`src/rtl/fpadd_sched_pkg.sv`:
```
`default_nettype none
// ============================================================================
// Module   : fpadd_sched_pkg
// Purpose  : Shared defaults and types for the two-requester FP-add scheduler.
//            Holds the default adder latency and result-FIFO depth, the
//            requester-id width and the tag carried alongside each in-flight
//            addition.
// Revision : 1.0 - initial release
// ============================================================================
package fpadd_sched_pkg;

  localparam int LAT_DEFAULT   = 2;   // fp_a/fp_b stable -> fp_out valid, in edges
  localparam int DEPTH_DEFAULT = 4;   // entries per result FIFO
  localparam int ID_W          = 1;   // requester id width
  localparam int NREQ          = 2;   // number of requesters

  // One tag per pipeline stage: marks an addition in flight and its owner.
  typedef struct packed {
    logic            valid;
    logic [ID_W-1:0] id;
  } tag_t;

endpackage
`default_nettype wire

```
`src/rtl/fpadd_res_fifo.sv`:
```
`default_nettype none
// ============================================================================
// Module   : fpadd_res_fifo
// Purpose  : Synchronous result FIFO with occupancy output. Push and pop in
//            the same cycle leave the count unchanged. The head is forced to
//            zero while empty so the output is clean after reset and drain.
// Ports    : clk, reset (async, active-high)
//            push_i / push_data_i  - write one entry
//            pop_i                 - remove the head (ignored when empty)
//            valid_o / data_o      - non-empty flag and head entry
//            count_o               - current occupancy (0..DEPTH)
// Revision : 1.0 - initial release
// ============================================================================
module fpadd_res_fifo #(
  parameter int DEPTH = 4,    // power of two, >= 2
  parameter int W     = 32
) (
  input  logic                   clk,
  input  logic                   reset,
  input  logic                   push_i,
  input  logic [W-1:0]           push_data_i,
  input  logic                   pop_i,
  output logic                   valid_o,
  output logic [W-1:0]           data_o,
  output logic [$clog2(DEPTH):0] count_o
);

  localparam int AW = $clog2(DEPTH);

  logic [W-1:0]  mem_q [DEPTH];
  logic [AW-1:0] wr_ptr_q, rd_ptr_q;
  logic [AW:0]   count_q, count_d;
  logic          do_pop;

  assign do_pop = pop_i & (count_q != '0);

  always_comb begin
    count_d = count_q;
    case ({push_i, do_pop})
      2'b10:   count_d = count_q + (AW+1)'(1);
      2'b01:   count_d = count_q - (AW+1)'(1);
      default: count_d = count_q;
    endcase
  end

  // Storage needs no reset: the head is masked whenever the FIFO is empty.
  always_ff @(posedge clk) begin
    if (push_i) begin
      mem_q[wr_ptr_q] <= push_data_i;
    end
  end

  always_ff @(posedge clk or posedge reset) begin
    if (reset) begin
      wr_ptr_q <= '0;
      rd_ptr_q <= '0;
      count_q  <= '0;
    end else begin
      if (push_i) wr_ptr_q <= wr_ptr_q + AW'(1);
      if (do_pop) rd_ptr_q <= rd_ptr_q + AW'(1);
      count_q <= count_d;
    end
  end

  assign valid_o = (count_q != '0);
  assign data_o  = valid_o ? mem_q[rd_ptr_q] : '0;
  assign count_o = count_q;

endmodule
`default_nettype wire

```
`src/rtl/fpadd_sched.sv`:
```
`default_nettype none
// ============================================================================
// Module   : fpadd_sched
// Purpose  : Shares one fixed-latency single-precision adder between two
//            requesters. Operand pairs are accepted over valid/ready with
//            round-robin arbitration (one issue per cycle), tracked through
//            the adder by a tag pipeline, and returned to their owner through
//            a per-requester result FIFO with backpressure.
// Ports    : clk, reset (async, active-high)
//            reqN_valid/reqN_a/reqN_b/reqN_ready - operand handshake, N=0,1
//            resN_valid/resN_data/resN_ready     - result handshake, N=0,1
//            fp_a, fp_b                          - registered adder operands
//            fp_out                              - adder result
//            busy                                - work in flight or buffered
// Revision : 1.0 - initial release
// ============================================================================
module fpadd_sched
  import fpadd_sched_pkg::*;
#(
  parameter int LAT   = LAT_DEFAULT,
  parameter int DEPTH = DEPTH_DEFAULT
) (
  input  logic        clk,
  input  logic        reset,
  input  logic        req0_valid,
  input  logic [31:0] req0_a,
  input  logic [31:0] req0_b,
  output logic        req0_ready,
  input  logic        req1_valid,
  input  logic [31:0] req1_a,
  input  logic [31:0] req1_b,
  output logic        req1_ready,
  output logic        res0_valid,
  output logic [31:0] res0_data,
  input  logic        res0_ready,
  output logic        res1_valid,
  output logic [31:0] res1_data,
  input  logic        res1_ready,
  output logic [31:0] fp_a,
  output logic [31:0] fp_b,
  input  logic [31:0] fp_out,
  output logic        busy
);

  localparam int CW = $clog2(DEPTH) + 1;          // FIFO count width
  localparam int SW = $clog2(DEPTH + LAT + 2) + 1; // holds inflight + count

  logic [NREQ-1:0] req_valid, res_ready, credit, elig, grant;
  logic [NREQ-1:0] push, pop, res_valid;
  logic [31:0]     res_data [NREQ];
  logic [CW-1:0]   count    [NREQ];
  logic [SW-1:0]   inflight [NREQ];

  tag_t        tag_q [LAT+1];
  tag_t        tag0_d;
  logic        rr_q, rr_d;
  logic [31:0] fp_a_q, fp_a_d, fp_b_q, fp_b_d;
  logic        busy_d;

  assign req_valid = {req1_valid, req0_valid};
  assign res_ready = {res1_ready, res0_ready};

  // A requester may issue only if every result it could have outstanding,
  // including the new one, already has a reserved FIFO slot. This never
  // looks at resN_ready, so a slot frees only after the pop edge. A single
  // requester streaming alone needs DEPTH >= LAT+3 never to stall.
  always_comb begin
    for (int r = 0; r < NREQ; r++) begin
      inflight[r] = '0;
      for (int s = 0; s <= LAT; s++) begin
        if (tag_q[s].valid && (tag_q[s].id == ID_W'(r))) begin
          inflight[r] = inflight[r] + SW'(1);
        end
      end
      credit[r] = (inflight[r] + SW'(count[r])) < SW'(DEPTH);
    end
  end

  // Round-robin: rr_q names the requester that wins a tie.
  assign elig     = req_valid & credit;
  assign grant[0] = elig[0] & (~elig[1] | ~rr_q);
  assign grant[1] = elig[1] & (~elig[0] |  rr_q);

  assign req0_ready = grant[0];
  assign req1_ready = grant[1];

  // Issue: load operands, start a tag, hand the tie to the other requester.
  always_comb begin
    tag0_d = '0;
    rr_d   = rr_q;
    fp_a_d = fp_a_q;
    fp_b_d = fp_b_q;
    if (grant[1]) begin
      tag0_d.valid = 1'b1;
      tag0_d.id    = ID_W'(1);
      rr_d         = 1'b0;
      fp_a_d       = req1_a;
      fp_b_d       = req1_b;
    end else if (grant[0]) begin
      tag0_d.valid = 1'b1;
      tag0_d.id    = ID_W'(0);
      rr_d         = 1'b1;
      fp_a_d       = req0_a;
      fp_b_d       = req0_b;
    end
  end

  always_ff @(posedge clk or posedge reset) begin
    if (reset) begin
      for (int s = 0; s <= LAT; s++) begin
        tag_q[s] <= '0;
      end
      rr_q   <= 1'b0;
      fp_a_q <= '0;
      fp_b_q <= '0;
    end else begin
      tag_q[0] <= tag0_d;
      for (int s = 1; s <= LAT; s++) begin
        tag_q[s] <= tag_q[s-1];
      end
      rr_q   <= rr_d;
      fp_a_q <= fp_a_d;
      fp_b_q <= fp_b_d;
    end
  end

  assign fp_a = fp_a_q;
  assign fp_b = fp_b_q;

  // The last tag stage lines up with fp_out holding that operation's sum.
  always_comb begin
    for (int r = 0; r < NREQ; r++) begin
      push[r] = tag_q[LAT].valid && (tag_q[LAT].id == ID_W'(r));
    end
  end

  assign pop = res_valid & res_ready;

  fpadd_res_fifo #(
    .DEPTH (DEPTH),
    .W     (32)
  ) u_res_fifo0 (
    .clk         (clk),
    .reset       (reset),
    .push_i      (push[0]),
    .push_data_i (fp_out),
    .pop_i       (pop[0]),
    .valid_o     (res_valid[0]),
    .data_o      (res_data[0]),
    .count_o     (count[0])
  );

  fpadd_res_fifo #(
    .DEPTH (DEPTH),
    .W     (32)
  ) u_res_fifo1 (
    .clk         (clk),
    .reset       (reset),
    .push_i      (push[1]),
    .push_data_i (fp_out),
    .pop_i       (pop[1]),
    .valid_o     (res_valid[1]),
    .data_o      (res_data[1]),
    .count_o     (count[1])
  );

  assign res0_valid = res_valid[0];
  assign res1_valid = res_valid[1];
  assign res0_data  = res_data[0];
  assign res1_data  = res_data[1];

  always_comb begin
    busy_d = |res_valid;
    for (int s = 0; s <= LAT; s++) begin
      if (tag_q[s].valid) busy_d = 1'b1;
    end
  end

  assign busy = busy_d;

endmodule
`default_nettype wire

```
`config.mk`:
```
export PLATFORM = sky130hd
export DESIGN_NAME = fpadd_sched
export DESIGN_NICKNAME = d
export VERILOG_FILES = /design/src/rtl/fpadd_sched_pkg.sv /design/src/rtl/fpadd_res_fifo.sv /design/src/rtl/fpadd_sched.sv
export SDC_FILE = /design/constraint.sdc
export NUM_CORES = 1
export LEC_CHECK = 0
export BUFFER_PORTS_ARGS = -buffer_cell sky130_fd_sc_hd__buf_4
export CAP_MARGIN = 10
export CORE_MARGIN = 5
export CORE_UTILIZATION = 54
export CTS_BUF_LIST = sky130_fd_sc_hd__clkbuf_4 sky130_fd_sc_hd__clkbuf_8 sky130_fd_sc_hd__clkbuf_16
export DETAILED_ROUTE_END_ITERATION = 16
export GPL_ROUTABILITY_DRIVEN = 0
export PLACE_DENSITY = 0.79
export SLEW_MARGIN = 20
export SYNTH_ARGS = -nofsm -noshare
export SYNTH_HDL_FRONTEND = slang
export SYNTH_SLANG_ARGS = --single-unit
```
`constraint.sdc`:
```
create_clock -name clk -period 3.2 [get_ports clk]
set_input_delay 0.16 -clock clk [delete_from_list [all_inputs] [get_ports clk]]
set_output_delay 0.16 -clock clk [all_outputs]
set_load 0.02 [all_outputs]
```
==> results_dict.tcl, run 1 <==
set metrics [dict create \
    row_count 58 \
    cp_data_required_time_ns 3.58 \
    tightest_slew_ns 0.757 \
    fmax_ghz 0.310 \
    cpPeakStageDelay_ns 0.53 \
    ys_ff_latch 341 \
    mostFrequentLayoutCell "buf_4" \
    dp_hpwl_mm 22.4 \
    clock_skew_ns 0.0201 \
    tritoncts "built" \
    utilization_pct 77.8 \
    drt_first_pass_iters 5 \
    worstRegToRegCells 13 \
    critPathTopFamily "simple AND/OR/NAND/NOR gates" \
    cts_buffers 35 \
    r2r-end "fp_a[28]" \
    ys_seq_area_share_pct 70.6 \
    violations "negative setup slack" \
    nets 1422 \
    grt-ovfl-total 0 \
    synth_area_leaders "edfxtp_1 (55%), dfrtp_1 (15%), mux4_2 (10%)" \
    areaGrowthSynthToFinish_pct 41.4 \
    drtAntennaViolNets 0 \
    arrival_ns 3.61 \
    met1_length_mm 14.8 \
    hold_start "res1_ready" \
    synth.distinct_cells 33 \
    cp_slowest_cell "or4b_4" \
    die_w_um 170 \
    switchingPower_mw 6.98 \
    pwr-share-clk_pct 22.3 \
    synth_top_area_share_pct 55.3 \
    drv_cap 0 \
    p_seq_share_pct 33.2 \
    met2_length_mm 22.5 \
    port_buffers 298 \
    avgViaCountPerCell 5.98 \
    cp_common_cell "buf_4" \
    die_area_um2 29000 \
    final_cell_mix "buf_4 (330), edfxtp_1 (256), dlygate4sd3_1 (161)" \
    antenna_found_initial 2 \
    ff2ff_setup_slack_ns -0.03 \
    hold_violations 0 \
    syn_avg_cell_area_um2 18.6 \
    start_kind "flip-flop" \
    vdd_drop_max_uv 690 \
    grt_use_total_pct 28.3 \
    end_kind "flip-flop" \
    path_class "flip-flop to flip-flop" \
    yosysWarnings 0 \
    hold_path_end "u_res_fifo1.rd_ptr_q[0]" \
    htree_num_levels 2 \
    clock-root-buffer "clkbuf_16" \
    p_per_area_nw_per_um2 994 \
    max_slew_margin_pct 49.5 \
    syn-num-nets 934 \
    status "complete, but fails checks" \
    setup_viol 8 \
    grt_setup_unrepaired "yes" \
    worst_slack_ns -0.0296 \
    wl_per_cell_um 26.7 \
    crit_chain "and2_4 -> ha_4 -> nand2_2 -> nor2_1 -> ha_1 -> or4b_4 -> a31oi_4 -> buf_6 -> a21boi_4 -> buf_4 -> buf_4 -> buf_12 -> a221o_1" \
    slew_violations 0 \
    synth_area_leader_cell "edfxtp_1" \
    layout-drive-gt1-share_pct 39.0 \
    synth_area_um2 13900 \
    place_ws_ns 0.104 \
    num_vias 9531 \
    hp-class "input port to flip-flop" \
    fillers 1289 \
    initial_core_util_pct 55.0 \
    total_leakage_power_nw 7.69 \
    worstReg2RegStart "tag_q[4]" \
    finalCritPeriodShare_pct 101 \
    grt_pass1_vias 10200 \
    grt_max_degree 60 \
    grt_pass1_wl_mm 61.3 \
    internal_power_mw 12.5 \
    routed_wl_mm 42.5 \
    cp_max_fo 35 \
    fin_hold_ws_ns 0.0185 \
    clock_path_buffers 3 \
    drtIter0Drc 986 \
    die_height_um 170 \
    drc 0 \
    routed.top_layer "met4" \
    p_comb_share_pct 44.5 \
    ios 299 \
    wl_met3_mm 3.11 \
    core_um2 25300 \
    clock_sinks 341 \
    crit_buf_inv 4 \
    switching_share_pct 35.8 \
    synth_cells 748 \
    path_clk_slew_ns 0.07 \
    hold_depth 3 \
    layout_min_cycle_time_ns 3.23 \
    clock_latency_ns 0.52 \
]
worst min-delay path, stage by stage:
cell and delay (ns):
buf_4 0.08, and2_1 0.16, xor2_1 0.08
area by class of cell:
type | count | area [um2] | area share [%]
Clock buffer | 44 | 980 | 4.99
Timing Repair Buffer | 504 | 4330 | 22.0
Tap cell | 330 | 413 | 2.10
Inverter | 17 | 71.3 | 0.363
Clock inverter | 19 | 260 | 1.32
Antenna cell | 3 | 7.51 | 0.0382
Sequential cell | 341 | 9820 | 50.0
Multi-Input combinational cell | 337 | 3770 | 19.2
synthesized netlist by cell type (all sizes together):
library cell and instances:
a21boi 2, a21oi 1, a221o 64, a31oi 2, and2 71, and3 5
buf 31, clkbuf 22, dfrtp 85, edfxtp 256, fa 2, ha 18
inv 17, mux2 1, mux4 64, nand2 10, nand2b 1, nor2 4
nor2b 2, nor3b 64, o21ai 5, or2 1, or3 4, or4b 2
xnor2 8, xor2 6
sequential cells by signal, summed over array words and instances, names as in the netlist, 2 cells and up:
name and flops:
fp_b 32, u_res_fifo0.count_o 3, u_res_fifo0.wr_ptr_q 2, u_res_fifo1.wr_ptr_q 2, fp_a 32, u_res_fifo1.count_o 3, tag_q 6, u_res_fifo1.mem_q 128
u_res_fifo1.rd_ptr_q 2, u_res_fifo0.rd_ptr_q 2, u_res_fifo0.mem_q 128
kinds of logic after synthesis:
| kind of cell | synth area share (%) |
|---|---|
| multiplexers | 10.5 |
| AO/OA/AOI/OAI | 5.35 |
| XOR/XNOR | 1.02 |
| buffers and inverters | 2.85 |
| flip-flops | 70.6 |
| adder cells (fa/ha/maj) | 1.91 |
| AND/OR/NAND/NOR | 7.81 |
repair_timing:
item / in CTS / in global routing
cloned: 2 / 0
pin swaps: 1 / 7
hold buffers: 161 / 0
gates resized for setup: 4 / 19
endpoints found under the hold margin: 377 / 0
setup endpoints to repair: 2 / 65
buffers inserted: 7 / 5
how the worst max path moves through the flow:
stage	startpoint	end	cells after the start
finish	tag_q[4]	fp_a[28]	13
global route	tag_q[4]	req1_ready	10
CTS	tag_q[5]	req1_ready	10
detailed placement	tag_q[5]	fp_a[16]	9
global placement	tag_q[5]	fp_a[29]	9
floorplan	tag_q[5]	fp_a[16]	10
stage by stage:
step                TNS (ns)  instances  power [mW]  instance area (um2)
finish                -0.118       1595        19.5                19700
global route           -2.16       1594        20.3                19600
CTS                        0       1587        19.0                19500
detailed placement         0       1354        14.3                16500
global placement           0       1354        14.1                16500
floorplan                  0        748        11.3                13900
power by group through the flow:
| stage | clock [mW] | sequential [mW] | combinational [mW] |
|---|---|---|---|
| 6_report | 4.35 | 6.49 | 8.69 |
| 5_1_grt | 4.61 | 6.57 | 9.12 |
| 4_1_cts | 4.37 | 6.36 | 8.31 |
| 3_5_place_dp | 0 | 6.41 | 7.93 |
| 3_3_place_gp | 0 | 6.39 | 7.76 |
| 2_1_floorplan | 0 | 6.70 | 4.64 |
per-layer routing:
metal	up-vias	global-route usage (%)
li1	3940	-
met4	0	12.1
met1	4814	34.5
met2	597	49.4
met5	-	0
met3	180	5.62
Note: power is estimated with default switching activity, not from simulation.
==> inputs of run 2 (changes only) <==
--- a/config.mk
+++ b/config.mk
@@ -12,7 +12,7 @@
 export CTS_BUF_LIST = sky130_fd_sc_hd__clkbuf_4 sky130_fd_sc_hd__clkbuf_8 sky130_fd_sc_hd__clkbuf_16
 export DETAILED_ROUTE_END_ITERATION = 16
 export GPL_ROUTABILITY_DRIVEN = 0
-export PLACE_DENSITY = 0.79
+export PLACE_DENSITY = 0.88
 export SLEW_MARGIN = 20
 export SYNTH_ARGS = -nofsm -noshare
 export SYNTH_HDL_FRONTEND = slang
==> results_dict.tcl, run 2 (synthesized netlist as in run 1, its figures left out) <==
set metrics [dict create \
    status "complete, but fails checks" \
    violations "negative setup slack" \
    fmax_ghz 0.300 \
    end_kind "output pin" \
    path_clk_slew_ns 0.06 \
    start_kind "flip-flop" \
    dp_hpwl_mm 23.0 \
    p_comb_share_pct 45.0 \
    core_um2 25300 \
    clock-root-buffer "clkbuf_16" \
    switching_share_pct 36.6 \
    final_cell_mix "buf_4 (327), edfxtp_1 (256), dlygate4sd3_1 (162)" \
    grt_use_total_pct 29.3 \
    nets 1420 \
    place_ws_ns 0.0644 \
    cp_data_required_time_ns 3.04 \
    wl_per_cell_um 27.5 \
    drc 0 \
    die_w_um 170 \
    die_height_um 170 \
    total_leakage_power_nw 7.63 \
    num_vias 9677 \
    max_slew_margin_pct 34.2 \
    internal_power_mw 12.2 \
    grt_pass1_wl_mm 63.4 \
    grt_max_degree 47 \
    tightest_slew_ns 0.987 \
    die_area_um2 29000 \
    p_per_area_nw_per_um2 986 \
    crit_buf_inv 2 \
    drt_first_pass_iters 5 \
    cp_slowest_cell "or4b_4" \
    fin_area_um2 19600 \
    tritoncts "built" \
    switchingPower_mw 7.06 \
    row_count 58 \
    clock_latency_ns 0.53 \
    drtIter0Drc 971 \
    initial_core_util_pct 55.0 \
    pwr-share-clk_pct 20.7 \
    hold_violations 0 \
    place_area_um2 16500 \
    path_class "flip-flop to output pin" \
    p_seq_share_pct 34.3 \
    ios 299 \
    vdd_drop_max_uv 634 \
    areaGrowthSynthToFinish_pct 40.8 \
    grt_setup_unrepaired "yes" \
    cpPeakStageDelay_ns 0.55 \
    cts_buffers 35 \
    antenna_found_initial 8 \
    mostFrequentLayoutCell "buf_4" \
    grt-ovfl-total 0 \
    cp_max_fo 3 \
    clock_skew_ns 0.0258 \
    slew_violations 0 \
    avgViaCountPerCell 6.07 \
    power_mw 19.3 \
    arrival_ns 3.17 \
    hp-class "input port to flip-flop" \
    drv_cap 0 \
    critPathTopFamily "simple AND/OR/NAND/NOR gates" \
    grt_pass1_vias 10400 \
    finalCritPeriodShare_pct 104 \
    htree_num_levels 2 \
    utilization_pct 77.5 \
    layout-drive-gt1-share_pct 39.1 \
    routed_wl_mm 43.9 \
    layout_min_cycle_time_ns 3.33 \
    clock_sinks 341 \
    clock_path_buffers 3 \
    top_regs "u_res_fifo0.mem_q: 128 flops, u_res_fifo1.mem_q: 128 flops" \
    drtAntennaViolNets 0 \
    crit_chain "and2_4 -> ha_4 -> nand2_4 -> nor2_4 -> ha_4 -> or4b_4 -> a31oi_4 -> a21boi_4 -> buf_6 -> buf_6" \
    setup_viol 31 \
    worst_slack_ns -0.128 \
    port_buffers 298 \
]
[run 2: changes by cell type in the layout (fill, tap and decap cells not counted), moves of 4 or more]
cell / previous run / this run
and2_1: 70 / 66
and2_2: 0 / 4
and3_2: 0 / 4
bufinv_16: 6 / 2
clkinv_1: 3 / 7
clkinv_2: 7 / 2
diode_2: 3 / 7
[run 2: stage by stage]
stage / TNS, ns / hold slack (ns) / instances
after floorplan: 0 / 0.259 / 748
after detailed placement: 0 / 0.0945 / 1345
after global placement: 0 / 0.0940 / 1345
after global routing: -3.42 / 0.0794 / 1594
after CTS: 0 / 0.0526 / 1584
final: -0.881 / 0.0674 / 1594
[run 2: worst paths after layout]
kind | start | to | slack [ns] | cells after the start
worst max register to register | tag_q[4] | fp_a[24] | -0.07 | 11
min in group asynchronous | reset | fp_a[9] | 0.13 | 3
max in group asynchronous | reset | fp_b[7] | 2.21 | 4
worst min-delay path | res0_ready | u_res_fifo0.rd_ptr_q[0] | 0.07 | 3
worst max-delay path | tag_q[4] | req1_ready | -0.13 | 10
worst min register to register | tag_q[2] | tag_q[0] | 0.43 | 0
[run 2: repair_timing]
item,in CTS,in global routing
pin swaps,5,7
hold buffers,162,0
setup buffers,13,3
gates cloned,4,0
setup endpoints to repair,3,66
resized for setup,12,12
hold endpoints to repair,360,0
[run 2: worst register-to-register path, cell delays in order, from the launching register on]
cell      delay, ns
dfrtp_1        0.42
and2_4         0.19
ha_4           0.28
nand2_4        0.05
nor2_4         0.09
ha_4           0.20
or4b_4         0.55
a31oi_4        0.30
a21boi_4       0.30
buf_4          0.20
buf_4          0.31
a221o_1        0.29
[run 2: power groups by stage]
stage / Sequential (mW) / Combinational, mW / Clock, mW
final: 6.61 / 8.68 / 3.99
after global placement: 6.49 / 7.53 / 0
after CTS: 6.49 / 8.35 / 4.02
after floorplan: 6.70 / 4.64 / 0
after global routing: 6.69 / 9.08 / 4.24
after detailed placement: 6.53 / 7.79 / 0
[run 2: cell type report]
cell class | count | area [um2]
clock buffers | 45 | 963
repair buffers | 502 | 4340
well taps | 330 | 413
diodes | 7 | 17.5
multi-input cells | 337 | 3780
flip-flops and latches | 341 | 9820
inverters | 17 | 70.1
clock inverters | 15 | 159
fillers | 1273 | 5690
[run 2: metal layers]
metal,vias up,track usage [%],share of wire (%)
li1,3939,-,-
met1,4912,35.4,35
met2,660,51.0,52
met3,164,6.11,8.4
met4,2,13.6,5.4
met5,-,0,0.027
